`config.mk`:
```
export PLATFORM = sky130hd
export DESIGN_NAME = sn_generator
export DESIGN_NICKNAME = d
export VERILOG_FILES = /design/src/rtl/sn_generator.sv
export SDC_FILE = /design/constraint.sdc
export NUM_CORES = 1
export LEC_CHECK = 0
export CORE_MARGIN = 5
export CORE_UTILIZATION = 40
export CTS_CLUSTER_DIAMETER = 50
export DETAILED_ROUTE_END_ITERATION = 8
export GPL_TIMING_DRIVEN = 0
export HOLD_SLACK_MARGIN = 0.1
export PLACE_DENSITY = 0.62
export SLEW_MARGIN = 10
export SYNTH_ARGS = -nofsm -noshare
export SYNTH_HDL_FRONTEND = slang
export SYNTH_SLANG_ARGS = --single-unit
```
`constraint.sdc`:
```
create_clock -name CLK -period 2.5 [get_ports CLK]
set_clock_uncertainty 0.05 [all_clocks]
set_input_delay 0.5 -clock CLK [delete_from_list [all_inputs] [get_ports CLK]]
set_output_delay 0.5 -clock CLK [all_outputs]
set_load 0.02 [all_outputs]
```
`src/rtl/sn_generator.sv`:
```
// sn_generator: LFSR-compare stochastic bitstream source with a small register file.
// One stream of LENGTH bits is emitted per START, one bit per cycle while in RUN.
module sn_generator #(
    parameter logic MODE = 1'b0
) (
    input  logic        CLK,
    input  logic        RST_X,
    input  logic [1:0]  ADDR,
    input  logic [31:0] DATA_IN,
    input  logic        DATA_WE,
    input  logic        START,
    output logic [31:0] DATA_OUT,
    output logic        SN_OUT_P,
    output logic        SN_OUT_N,
    output logic        VALID,
    output logic        BUSY,
    output logic        DONE
);
    typedef enum logic {IDLE, RUN} state_t;
    state_t      state_q;
    logic [15:0] value_q, seed_q, length_q, lfsr_q, remain_q;
    logic        done_q;
    logic        run, cfg_we, abort, clr, bit_p, unused_bits;
    assign run         = state_q == RUN;
    assign cfg_we      = DATA_WE && !run;
    assign abort       = DATA_WE && ADDR == 2'd3 && DATA_IN[0];
    assign clr         = DATA_WE && ADDR == 2'd3 && DATA_IN[1];
    assign bit_p       = lfsr_q <= value_q;
    assign unused_bits = ^DATA_IN[31:16];
    always_ff @(posedge CLK) begin
        if (!RST_X) begin
            state_q  <= IDLE;
            value_q  <= '0;
            seed_q   <= '0;
            length_q <= '0;
            lfsr_q   <= 16'hACE1;
            remain_q <= '0;
            done_q   <= 1'b0;
        end else begin
            if (cfg_we && ADDR == 2'd0) value_q <= DATA_IN[15:0];
            if (cfg_we && ADDR == 2'd1) seed_q <= DATA_IN[15:0];
            if (cfg_we && ADDR == 2'd2) length_q <= DATA_IN[15:0];
            if (clr) done_q <= 1'b0;
            // abort outranks both a pending START and the natural end of a stream
            if (abort) begin
                state_q <= IDLE;
            end else if (!run) begin
                if (START && length_q == '0) begin
                    done_q <= 1'b1;
                end else if (START) begin
                    state_q  <= RUN;
                    lfsr_q   <= seed_q == '0 ? 16'hACE1 : seed_q;
                    remain_q <= length_q;
                    done_q   <= 1'b0;
                end
            end else begin
                lfsr_q   <= {lfsr_q[14:0], lfsr_q[15] ^ lfsr_q[13] ^ lfsr_q[12] ^ lfsr_q[10]};
                remain_q <= remain_q - 16'd1;
                if (remain_q == 16'd1) begin
                    state_q <= IDLE;
                    done_q  <= 1'b1;
                end
            end
        end
    end
    assign VALID    = run;
    assign BUSY     = run;
    assign DONE     = done_q;
    assign SN_OUT_P = run && bit_p;
    assign SN_OUT_N = MODE && run && !bit_p;
    always_comb begin
        DATA_OUT = ADDR == 2'd0 ? {16'b0, value_q} :
                   ADDR == 2'd1 ? {16'b0, seed_q} :
                   ADDR == 2'd2 ? {16'b0, length_q} :
                   {29'b0, run, done_q, run};
    end
endmodule

```
==> results.cfg <==
[critical_path]
worstPathMaxFanout = 3
cp.arrival_ns = 2.02
slowest_stage = or3_1
startpoint_type = flop
max_stage_delay_ns = 0.42
worstPathCellList = inv_2, ha_4, nand4_1, or3_1, o221a_2, buf_6
path_class = reg2out
cp.required_ns = 1.95
worstSetupEndpointType = output pin
rrSetupSlack_ns = 0.27
r2r_end = lfsr_q[13]$_SDFFE_PN1P_
r2r-start = length_q[10]$_SDFFE_PN0P_
ff2ff_path_depth = 6

[yosys]
ys_ff_latch = 82
netlist_instances = 590
syn_avg_cell_area_sq_um = 7.66
post-synth-top-area-cell = dfxtp_1
netlist.area_leader.share_pct = 36.3
synth_edf_count = 0
seq_area_frac_synth_pct = 36.3
synth_top_flop_cell = dfxtp_1
synth_cell_types = 51
yosys-top-cells-area = dfxtp_1 (36%), nand2_1 (11%), a21oi_1 (8.5%)
synth_warnings = 0
async_flop_share_pct = 0
netlist_area_sq_um = 4520

[detailed_routing]
vias_per_cell = 5.62
routed_wl_microns = 14600
drcViolationCount = 0
via_count = 4560
antenna_left = 0
first_iter_violations = 318
first_pass_iters = 7
wl_per_cell_microns = 18.0

[hold_path]
min_to = value_q[2]$_SDFFE_PN0P_
hold_class = reg2reg
holdPathStages = 2
holdCritStartpoint = value_q[2]$_SDFFE_PN0P_

[die]
rows = 38
die_h_microns = 116
ioPinCount = 75
die_width_microns = 116
start_util_pct = 41.3
core_area_sq_um = 10900
dieArea_sq_um = 13500

[clocking]
clock_path_buffers = 2
clkSlewWorstSetupHoldPaths_ns = 0.06
clock_latency_ns = 0.34
cts.sinks = 82
htree_levels = 3
cts_hold_buf = 0
tritoncts = done
cts_buffers = 9
root_buffer = clkbuf_16

[sta]
slew_violations = 0
worst_slew_pin_slew_ns = 0.974
post-route-period-util_pct = 103
worst_hold_slack_ns = 0.420
hold_viol_final = 0
min_period_ns = 2.57
timing.slew.headroom_pct = 34.5
grt_setup_unrepaired = true
fmax_ghz = 0.389
setup_viol = 1
finalWorstSetupSlack_ns = -0.0687

[layout]
fin_area_sq_um = 5730
num_antenna_cells = 0
layout.nets = 723
layout_commonest_cell = nand2_1
post_route_cells_drive_above_1_share_pct = 18.8
syn_to_final_growth_pct = 26.7
final_cell_mix = nand2_1 (138), a21oi_1 (77), dfxtp_1 (63), o21ai_0 (34), buf_4 (28)
fillers = 1059

[placement]
portBuffers = 41
dpl_cell_area_sq_um = 5160
hpwl_microns = 10700
place.gp.congestion = 0.880

[power]
ir_drop_v = 0.000361
p_leak_nw = 2.16
total_power_mw = 4.15
power_density_nw_per_um2 = 726

[global_routing]
grt_overflow = 0
grt_start_max_net_pins = 14
grt_usage_pct = 21.4
grt_first_pass_wirelength_microns = 22300
grt_pass1_vias = 4187
grt_antenna_before_repair = 0

[flow_run]
maxCapViolations = 0

[outcome]
outcome = finished with violations
violations = setup timing
critical path, delay by kind of cell (launching register included):
kind / cells / cell delay [ns]
AND/OR/NAND/NOR: 2 / 0.60
flip-flops: 1 / 0.35
AO/OA/AOI/OAI: 1 / 0.28
adder cells (fa/ha/maj): 1 / 0.26
buffers and inverters: 2 / 0.20
cell type report:
type	count	area (sq um)	share of cell area [%]
multi-input cells	445	2750	47.9
inverters	25	93.8	1.64
flip-flops and latches	82	1670	29.1
plain buffers	54	313	5.46
repair buffers	50	434	7.58
well taps	140	175	3.06
clock inverters	5	53.8	0.940
clock buffers	11	243	4.24
power breakdown:
group	switching, mW	total, mW	internal (mW)
logic	0.716	1.24	0.523
registers	0.142	1.57	1.42
clock network	0.551	1.35	0.798
total	1.41	4.15	2.75
Yosys cell counts (10+ instances only):
cell type and count:
nand2_1 138, dfxtp_1 82, a21oi_1 77, o21ai_0 35, clkbuf_1 25, inv_1 24
mux2i_1 23, buf_4 18, ha_1 18, nor2_1 18, nor4_1 11, a211oi_1 10
nor2b_1 10
how the worst max path moves through the flow:
stage	start	slack [ns]	cells after the start	endpoint
6_report	value_q[15]$_SDFFE_PN0P_	-0.07	6	SN_OUT_P
5_1_grt	value_q[4]$_SDFFE_PN0P_	-0.12	7	SN_OUT_P
4_1_cts	value_q[1]$_SDFFE_PN0P_	-0.15	8	SN_OUT_P
3_5_place_dp	BUSY$_SDFF_PP0_	-0.80	5	SN_OUT_P
3_3_place_gp	BUSY$_SDFF_PP0_	-0.74	5	SN_OUT_P
2_1_floorplan	BUSY$_SDFF_PP0_	0.28	4	SN_OUT_P
registers in the layout, summed over array words and instances (netlist names):
name      cells
length_q     16
BUSY          1
DONE          1
remain_q     16
seed_q       16
value_q      16
lfsr_q       16
logic make-up after synthesis:
family / share of synthesized area [%]
AOI/OAI and AO/OA: 20.1
xor gates and xnor gates: 0.776
adders and majority gates: 4.98
buffers and inverters: 8.25
DFF: 36.3
muxes: 6.84
other: 0.0830
and+or+nand+nor: 22.7
repair_timing:
action                                  in CTS  in global routing
resized for setup                           81                 51
setup buffers                                0                  9
endpoints found under the setup margin      17                 14
pin swaps                                    0                 17
per-layer routing:
layer	global-route usage (%)	part of all wire (%)	vias up	routed length [microns]
li1	-	-	2179	-
met1	29.0	45	2158	6520
met2	34.6	47	193	6930
met3	2.69	5.7	30	831
met4	8.35	2.2	0	319
met5	0	0	-	0
stage by stage:
| stage | utilization (%) | setup TNS [ns] | cells | setup WS (ns) |
|---|---|---|---|---|
| after detailed placement | 47.2 | -17.47 | 787 | -0.803 |
| after CTS | 50.1 | -0.153 | 803 | -0.153 |
| final | 52.4 | -0.0687 | 812 | -0.0687 |
| after global placement | 47.2 | -15.89 | 787 | -0.744 |
| after global routing | 52.4 | -0.117 | 812 | -0.117 |
| after floorplan | - | 0 | 606 | 0.282 |
(Power assumes the default switching activity.)
